--- config.mk ---
export PLATFORM = sky130hd
export DESIGN_NAME = bomb_ctrl_flat
export DESIGN_NICKNAME = d
export VERILOG_FILES = /design/src/rtl/bomb_ctrl_if.sv /design/src/rtl/bomb_ctrl.sv /design/src/flat_wrapper.sv
export SDC_FILE = /design/constraint.sdc
export NUM_CORES = 1
export LEC_CHECK = 0
export ABC_CLOCK_PERIOD_IN_PS = 12450
export BUFFER_PORTS_ARGS = -buffer_cell sky130_fd_sc_hd__buf_2
export CORE_MARGIN = 8
export CORE_UTILIZATION = 32
export DETAILED_ROUTE_END_ITERATION = 10
export MAX_ROUTING_LAYER = met4
export PLACE_DENSITY = 0.46
export SETUP_SLACK_MARGIN = 0.3
export SLEW_MARGIN = 20
export SYNTH_ARGS = -nofsm -noshare
export SYNTH_HDL_FRONTEND = slang
export SYNTH_SLANG_ARGS = --single-unit
--- constraint.sdc ---
create_clock -name Clk -period 12.45 [get_ports Clk]
set_clock_uncertainty 0.1 [all_clocks]
set_input_delay 1.245 -clock Clk [delete_from_list [all_inputs] [get_ports Clk]]
set_output_delay 1.245 -clock Clk [all_outputs]
set_load 0.005 [all_outputs]
--- src/rtl/bomb_ctrl_if.sv ---
// Bomb controller bus: player-side requests and position in, bomb status,
// lethal tile set and map-clear strobe out.
//   master : player/map side (drives frame_tick, bomb_drop, userX, userY)
//   slave  : bomb_ctrl (drives bombX/Y, bomb_active, blast_active,
//            die_addr, ram_addr, ram_en)
interface bomb_ctrl_if;
    logic             frame_tick;
    logic             bomb_drop;
    logic [9:0]       userX;
    logic [9:0]       userY;
    logic [9:0]       bombX;
    logic [9:0]       bombY;
    logic             bomb_active;
    logic             blast_active;
    logic [4:0][9:0]  die_addr;     // [0] centre, [1] left, [2] right, [3] up, [4] down
    logic [9:0]       ram_addr;
    logic             ram_en;

    modport master (
        output frame_tick, bomb_drop, userX, userY,
        input  bombX, bombY, bomb_active, blast_active, die_addr, ram_addr, ram_en
    );

    modport slave (
        input  frame_tick, bomb_drop, userX, userY,
        output bombX, bombY, bomb_active, blast_active, die_addr, ram_addr, ram_en
    );
endinterface

--- src/rtl/bomb_ctrl.sv ---
// bomb_ctrl: single-bomb lifecycle for a 20x15 tile map.
// Drop snaps the player sprite centre to a tile, a fuse counts frame ticks,
// the blast exposes the centre plus four neighbours as lethal tiles, then the
// map entries of those tiles are cleared one per cycle.
// Ports:
//   Clk   - system clock (rising edge)
//   Reset - asynchronous, active-high
//   bus   - bomb_ctrl_if.slave (inputs frame_tick, bomb_drop, userX, userY;
//           outputs bombX, bombY, bomb_active, blast_active, die_addr,
//           ram_addr, ram_en). All outputs come straight from flops.
module bomb_ctrl #(
    parameter logic [7:0] FUSE_FRAMES  = 8'd120,
    parameter logic [7:0] BLAST_FRAMES = 8'd30
) (
    input  logic        Clk,
    input  logic        Reset,
    bomb_ctrl_if.slave  bus
);

    localparam logic [9:0] NO_TILE    = 10'h3FF;
    localparam logic [7:0] FUSE_LOAD  = (FUSE_FRAMES  == 8'd0) ? 8'd1 : FUSE_FRAMES;
    localparam logic [7:0] BLAST_LOAD = (BLAST_FRAMES == 8'd0) ? 8'd1 : BLAST_FRAMES;

    typedef enum logic [2:0] {IDLE, ARMED, BLAST, CLEAR, REARM} state_t;

    state_t          state, state_n;
    logic [7:0]      fuse_cnt, fuse_n;
    logic [7:0]      blast_cnt, blast_n;
    logic [9:0]      col, col_n;
    logic [9:0]      row, row_n;
    logic [2:0]      slot, slot_n;
    logic [9:0]      snap_x, snap_y;
    logic [4:0][9:0] nb;

    logic            bomb_active_n, blast_active_n, ram_en_n;
    logic [9:0]      ram_addr_n;
    logic [4:0][9:0] die_n;

    function automatic logic blocked(input logic [9:0] c, input logic [9:0] r);
        return (c == 10'd0) || (c >= 10'd18) || (r == 10'd0) || (r >= 10'd14) ||
               (!c[0] && !r[0]);
    endfunction

    function automatic logic [9:0] tile_idx(input logic [9:0] c, input logic [9:0] r);
        logic [9:0] t;
        t = r * 10'd20 + c;
        return t;
    endfunction

    // Off-grid neighbours (col-1 / row-1 underflow to 1023, or beyond the
    // right/bottom edge) all land in the >=18 / >=14 blocked range.
    always_comb begin
        nb[0] = tile_idx(col, row);
        nb[1] = blocked(col - 10'd1, row) ? NO_TILE : tile_idx(col - 10'd1, row);
        nb[2] = blocked(col + 10'd1, row) ? NO_TILE : tile_idx(col + 10'd1, row);
        nb[3] = blocked(col, row - 10'd1) ? NO_TILE : tile_idx(col, row - 10'd1);
        nb[4] = blocked(col, row + 10'd1) ? NO_TILE : tile_idx(col, row + 10'd1);
    end

    assign snap_x = bus.userX + 10'd10;
    assign snap_y = bus.userY + 10'd13;

    always_comb begin
        state_n = state;
        fuse_n  = fuse_cnt;
        blast_n = blast_cnt;
        col_n   = col;
        row_n   = row;
        slot_n  = slot;
        case (state)
            IDLE: begin
                if (bus.bomb_drop) begin
                    col_n   = snap_x >> 5;
                    row_n   = snap_y >> 5;
                    fuse_n  = FUSE_LOAD;
                    slot_n  = 3'd0;
                    state_n = ARMED;
                end
            end
            ARMED: begin
                if (bus.frame_tick) begin
                    if (fuse_cnt <= 8'd1) begin
                        fuse_n  = 8'd0;
                        blast_n = BLAST_LOAD;
                        state_n = BLAST;
                    end else begin
                        fuse_n = fuse_cnt - 8'd1;
                    end
                end
            end
            BLAST: begin
                if (bus.frame_tick) begin
                    if (blast_cnt <= 8'd1) begin
                        blast_n = 8'd0;
                        slot_n  = 3'd0;
                        state_n = CLEAR;
                    end else begin
                        blast_n = blast_cnt - 8'd1;
                    end
                end
            end
            CLEAR: begin
                if (slot == 3'd4) begin
                    slot_n  = 3'd0;
                    state_n = REARM;
                end else begin
                    slot_n = slot + 3'd1;
                end
            end
            REARM: begin
                if (!bus.bomb_drop) state_n = IDLE;
            end
            default: state_n = IDLE;
        endcase
    end

    // Outputs are computed from the next-state values and registered, so they
    // line up with the state they describe. col/row cannot change between
    // BLAST entry and the end of CLEAR, so nb doubles as the latched set.
    always_comb begin
        bomb_active_n  = (state_n == ARMED);
        blast_active_n = (state_n == BLAST);
        die_n          = (state_n == BLAST) ? nb : {5{NO_TILE}};
        ram_en_n       = 1'b0;
        ram_addr_n     = '0;
        if (state_n == CLEAR && slot_n <= 3'd4 && nb[slot_n] != NO_TILE) begin
            ram_en_n   = 1'b1;
            ram_addr_n = nb[slot_n];
        end
    end

    always_ff @(posedge Clk or posedge Reset) begin
        if (Reset) begin
            state            <= IDLE;
            fuse_cnt         <= '0;
            blast_cnt        <= '0;
            col              <= '0;
            row              <= '0;
            slot             <= '0;
            bus.bombX        <= '0;
            bus.bombY        <= '0;
            bus.bomb_active  <= 1'b0;
            bus.blast_active <= 1'b0;
            bus.die_addr     <= {5{NO_TILE}};
            bus.ram_addr     <= '0;
            bus.ram_en       <= 1'b0;
        end else begin
            state            <= state_n;
            fuse_cnt         <= fuse_n;
            blast_cnt        <= blast_n;
            col              <= col_n;
            row              <= row_n;
            slot             <= slot_n;
            bus.bombX        <= col_n << 5;
            bus.bombY        <= row_n << 5;
            bus.bomb_active  <= bomb_active_n;
            bus.blast_active <= blast_active_n;
            bus.die_addr     <= die_n;
            bus.ram_addr     <= ram_addr_n;
            bus.ram_en       <= ram_en_n;
        end
    end

endmodule

--- src/flat_wrapper.sv ---
// flat-port wrapper written by rule: the top's interface ports become plain ports
module bomb_ctrl_flat 
#(
    parameter logic [7:0] FUSE_FRAMES  = 8'd120,
    parameter logic [7:0] BLAST_FRAMES = 8'd30
)
  (Clk, Reset, bus_frame_tick, bus_bomb_drop, bus_userX, bus_userY, bus_bombX, bus_bombY, bus_bomb_active, bus_blast_active, bus_die_addr, bus_ram_addr, bus_ram_en);
  bomb_ctrl_if bus_i ();
  input  logic Clk;
  input  logic Reset;
  input wire logic [$bits(bus_i.frame_tick)-1:0] bus_frame_tick;
  input wire logic [$bits(bus_i.bomb_drop)-1:0] bus_bomb_drop;
  input wire logic [$bits(bus_i.userX)-1:0] bus_userX;
  input wire logic [$bits(bus_i.userY)-1:0] bus_userY;
  output wire logic [$bits(bus_i.bombX)-1:0] bus_bombX;
  output wire logic [$bits(bus_i.bombY)-1:0] bus_bombY;
  output wire logic [$bits(bus_i.bomb_active)-1:0] bus_bomb_active;
  output wire logic [$bits(bus_i.blast_active)-1:0] bus_blast_active;
  output wire logic [$bits(bus_i.die_addr)-1:0] bus_die_addr;
  output wire logic [$bits(bus_i.ram_addr)-1:0] bus_ram_addr;
  output wire logic [$bits(bus_i.ram_en)-1:0] bus_ram_en;
  assign bus_i.frame_tick = bus_frame_tick;
  assign bus_i.bomb_drop = bus_bomb_drop;
  assign bus_i.userX = bus_userX;
  assign bus_i.userY = bus_userY;
  assign bus_bombX = bus_i.bombX;
  assign bus_bombY = bus_i.bombY;
  assign bus_bomb_active = bus_i.bomb_active;
  assign bus_blast_active = bus_i.blast_active;
  assign bus_die_addr = bus_i.die_addr;
  assign bus_ram_addr = bus_i.ram_addr;
  assign bus_ram_en = bus_i.ram_en;
  bomb_ctrl #(.FUSE_FRAMES(FUSE_FRAMES), .BLAST_FRAMES(BLAST_FRAMES)) u_core (.Clk(Clk), .Reset(Reset), .bus(bus_i));
endmodule
After elaboration in Yosys (flattened, before gate mapping). Index checks and enable logic that the tools add are counted.

Flip-flop bits (word level): 95. Input port bits: 24. Output and inout port bits: 83. Logic and storage cells: 127.

Add/sub/neg operators: 14. Multipliers: 3. Magnitude comparators: 10. Equality and inequality tests: 13. Mux-type cells: 33. Reduce and logical (&&, ||, !) cells: 39.

Operator list (count): $logic_not A10 Y1 (6); $mux W10 (6); $mux W8 (7); $mux W50 (1); $mux W3 (11); $pmux W8 S2 (2); $add A10 B5 Y10 (3); $bmux W10 S3 (1); $add A10 B10 Y10 (2); $add A10 B4 Y10 const B (2); $ge A10 B4 Y1 const B (2); $ge A10 B5 Y1 const B (2); $mul A10 B3 Y8 const B (2); $le A8 B1 Y1 const B (2); $sub A8 B1 Y8 const B (2); $logic_or A1 B1 Y1 (15); $pmux W3 S5 (1); $add A5 B1 Y6 const B (2); $eq A3 B2 Y1 const B (4); $sub A5 B1 Y6 const B (2); $mux W5 (2); $ne A10 B10 Y1 const B (1); $pmux W3 S3 (1); $mul A5 B3 Y8 const B (1); 17 further kinds (32).

Logic depth before layout (Yosys ltp).
Word-level depth: 12. Mapped depth: 18.

Worst setup path before layout. No wires, ideal clock.

Path kind: register to register. From: reg u_core.row[1]. To: reg u_core.bus.ram_addr[0]. Library setup time: 0.119 ns. Arrival time: 3.941 ns. Required time: 12.231 ns. Setup slack: 8.290 ns. Cell stages (with the launch flop): 18. Path buffers: 1. Path through: dfrtp_1 > buf_2 > inv_1 > ha_1 > inv_1 > ha_1 > ha_1 > inv_1 > fa_1 > nand2b_1 > nor3_1 > xor2_1 > o221ai_1 > o211a_1 > nand4bb_1 > o31ai_4 > inv_2 > and2_1.

Cells in the longest elaborated chain, start to end: 11.

Ends and longest elaborated chain: from (decl) (line bomb_ctrl.sv:30) `logic [9:0] row, row_n;`; from (signal assigned) (line bomb_ctrl.sv:152) `row <= row_n;`; parallel branches: the longest is 6 deep, another holds $mul A10 B3 Y8; $bmux W10 S3 * (line bomb_ctrl.sv:126, bomb_ctrl.sv:128); $mux W10 (not written as such) * (line bomb_ctrl.sv:126, bomb_ctrl.sv:128); $ne A10 B10 Y1 (line bomb_ctrl.sv:126) `if (state_n == CLEAR && slot_n <= 3'd4 && nb[slot_n] != NO_TILE) begin`; $logic_and A1 B1 Y1 (line bomb_ctrl.sv:126); $mux W10 * (line bomb_ctrl.sv:126); via u_core.ram_addr_n[0] (line bomb_ctrl.sv:36) `logic [9:0] ram_addr_n;`; to (signal assigned) (line bomb_ctrl.sv:159) `bus.ram_addr <= ram_addr_n;`; to (decl) (line bomb_ctrl_if.sv:26) `output bombX, bombY, bomb_active, blast_active, die_addr, ram_addr, ram_en`.

Mark *: on every way through the listed nets, which the timed path passes. The select of a mux whose other input is x is not followed. A chain may end at the register's enable or synchronous reset.

Worst setup path after layout.
From: reg u_core.row[0]. To: reg u_core.bus.ram_addr[1].

The elaborated chain is that of the path after synthesis.

==> reports/qor.csv <==
stage,metric,value,unit
die,ios,107,
layout,area_growth,14.4,%
setup_path,arrival,5.16,ns
yosys,yosysTopAreaCell,dfstp_2,
global_routing,grt_pass1_vias,5482,
setup_path,crit_path_start_kind,register,
setup_path,slowest_stage,dfrtp_1,
timing,hold_viol_final,0,
clock_tree,post_cts_buffers,0,
die,num_rows,53,
worst_hold_path,min_path_type,register to register,
yosys,syn_area_per_cell,9.47,um2
yosys,yosysWarnings,0,
global_routing,grt_antenna_before_repair,0,
timing,setup_viol,0,
setup_path,critPathMaxFanout,16,
routing,routedWlPerCell,17.2,um
clock_tree,clk_path_buf_depth,2,
routing,vias_per_cell,5.08,
worst_hold_path,whs_path_depth,1,
clock_tree,cts.repair.resized,0,
timing,finalMaxSlewViolations,0,
die,start_util,0.322,
setup_path,path_class,register to register,
yosys,ys.flop_type,dfstp_2,
yosys,synth.distinct_cells,81,
routing,drc,0,
yosys,netlist_instances,705,
place,dpl_cell_area,7330,um2
global_routing,grt_overflow,0,
place,dp_hpwl,14500,um
clock_tree,cts_tree,yes,
die,die_y,160,um
routing,vias,5416,
timing,tns,0,ns
yosys,ys_async_sr_fraction,1.00,
clock_tree,clk_latency,0.36,ns
setup_path,slowest_delay,0.73,ns
routing,dr.first_iter.drc_count,277,
die,design.core.area,20800,um2
timing,fin_crit,5.02,ns
status,status,"finished, final reports clean",
global_routing,grt_max_degree,53,
place,gp_congestion,0.861,
yosys,ys_seq_area_frac,0.365,
timing,worst_pin_slew,1.05,ns
setup_path,worstPathCellList,inv_1 > ha_1 > inv_1 > ha_1 > ha_1 > inv_1 > fa_1 > nand2b_1 > nor3_1 > xor2_1 > o221ai_1 > o211a_1 > nand4bb_1 > o31ai_4 > inv_2 > and2_1,
layout,mostFrequentLayoutCell,buf_2,
routing,ant_nets,0,
yosys,synth_edf_count,0,
clock_tree,numCtsBuffers,9,
job,drv_cap,0,
setup_path,worst_setup_path_end_kind,register,
clock_tree,hold_buffers,0,
layout,design_area,7640,um2
die,die_x,160,um
timing,period_share,0.403,
yosys,ys_seq_elements,95,
clock_tree,cts.sinks,95,
layout,drive_gt1_frac,0.236,
setup_path,cp.depth,16,
setup_path,r2r_cells,16,
layout,nNetsFinal,879,
routing,drtPass1Iterations,5,
layout,layout_common_cells,"95 x buf_2, 76 x nand2_1, 60 x ha_1",
die,die_area,25700,um2
timing,fmax,0.199,GHz
global_routing,groute.usage.overall,0.149,
setup_path,crit_buf_inv,4,
clock_tree,cts-root-buf,clkbuf_16,
place,placement.io_buffers,95,
yosys,yosysTopAreaCellShare,0.197,
routing,wirelength,18300,um
clock_tree,htree_levels,3,
yosys,netlist_area,6680,um2
setup_path,cp_top_family,adder cells,
timing,slew_headroom,0.297,
clock_tree,clk_pin_slew_worst_paths,0.07,ns
setup_path,cp.required,12.59,ns
yosys,synthTopCellsByArea,"dfstp_2 20%, dfrtp_1 17%, ha_1 11%",
timing,rsz0062_at_grt,false,
global_routing,grt_pass1_wl,29700,um
layout,diodes,0,
-- synth_stat cells, types with 7 or more instances --
cell and count:
o21ai_0 36, nor2_1 37, dfrtp_1 45, fa_1 8
clkbuf_1 12, or3_1 9, inv_1 37, nand2_1 76
nor3_1 17, dfstp_2 50, a21oi_1 35, and2_1 13
xnor2_1 27, buf_2 7, o211ai_1 9, xor2_1 26
buf_4 12, nand3_1 13, a21o_1 14, nand2b_1 22
nor2b_1 12, ha_1 60
-- layout make-up --
class	instances	area [um2]
clock buffer	9	225
clock inverter	7	78.8
fill	2107	13100
inverter	42	163
multi-input combinational	542	3890
sequential	95	2440
tap	275	344
timing repair buffer	97	490
-- path summary, 6_finish.rpt --
check / startpoint / endpoint / slack, ns
setup / recovery: u_core.row[0]$_DFFE_PP0P_ / u_core.bus.ram_addr[1]$_DFF_PP0_ / 7.43
hold / removal: u_core.blast_cnt[7]$_DFFE_PP0P_ / u_core.blast_cnt[7]$_DFFE_PP0P_ / 0.39
setup reg to reg: u_core.row[0]$_DFFE_PP0P_ / u_core.bus.ram_addr[1]$_DFF_PP0_ / 7.43
hold reg to reg: u_core.blast_cnt[7]$_DFFE_PP0P_ / u_core.blast_cnt[7]$_DFFE_PP0P_ / 0.39
max in group asynchronous: Reset / u_core.row[0]$_DFFE_PP0P_ / 10.37
min in group asynchronous: Reset / u_core.bus.ram_addr[5]$_DFF_PP0_ / 0.82
-- layer usage --
metal / up-vias / routed length, um / GRT usage
li1: 2632 / - / -
met1: 2603 / 8550 / 0.191
met2: 155 / 8340 / 0.226
met3: 26 / 971 / 0.0299
met4: 0 / 486 / 0.0624
met5: - / 0 / -
-- flip-flops by register name (all words and copies together), names as in the netlist, 3 cells and up --
name / flops
u_core.bus.die_addr: 50
u_core.bus.ram_addr: 10
u_core.blast_cnt: 8
u_core.fuse_cnt: 8
u_core.col: 5
u_core.row: 5
u_core.slot: 3
u_core.state: 3
-- cell families (layout without fill, tap and decap cells) --
logic type | Yosys count | in the layout | share of synthesized area
compound gates | 160 | 160 | 0.169
mux | 1 | 1 | 0.00150
flops | 95 | 95 | 0.365
simple gates | 249 | 249 | 0.198
fa+ha+maj | 68 | 68 | 0.136
other cells | 1 | 10 | 0.000562
xor+xnor | 54 | 54 | 0.0729
buf+inv | 77 | 155 | 0.0562
-- metrics by stage --
step	hold slack, ns	cells	setup WS (ns)	utilization
after detailed placement	0.382	1051	7.28	0.353
after CTS	0.391	1067	7.43	0.368
after global placement	0.370	1051	7.26	0.353
after global routing	0.414	1067	7.11	0.368
after floorplan	0.341	714	8.29	-
final	0.386	1067	7.43	0.368
Power is not shown: default switching activity piles up to over one toggle a cycle in this logic, so the estimate is an artifact.
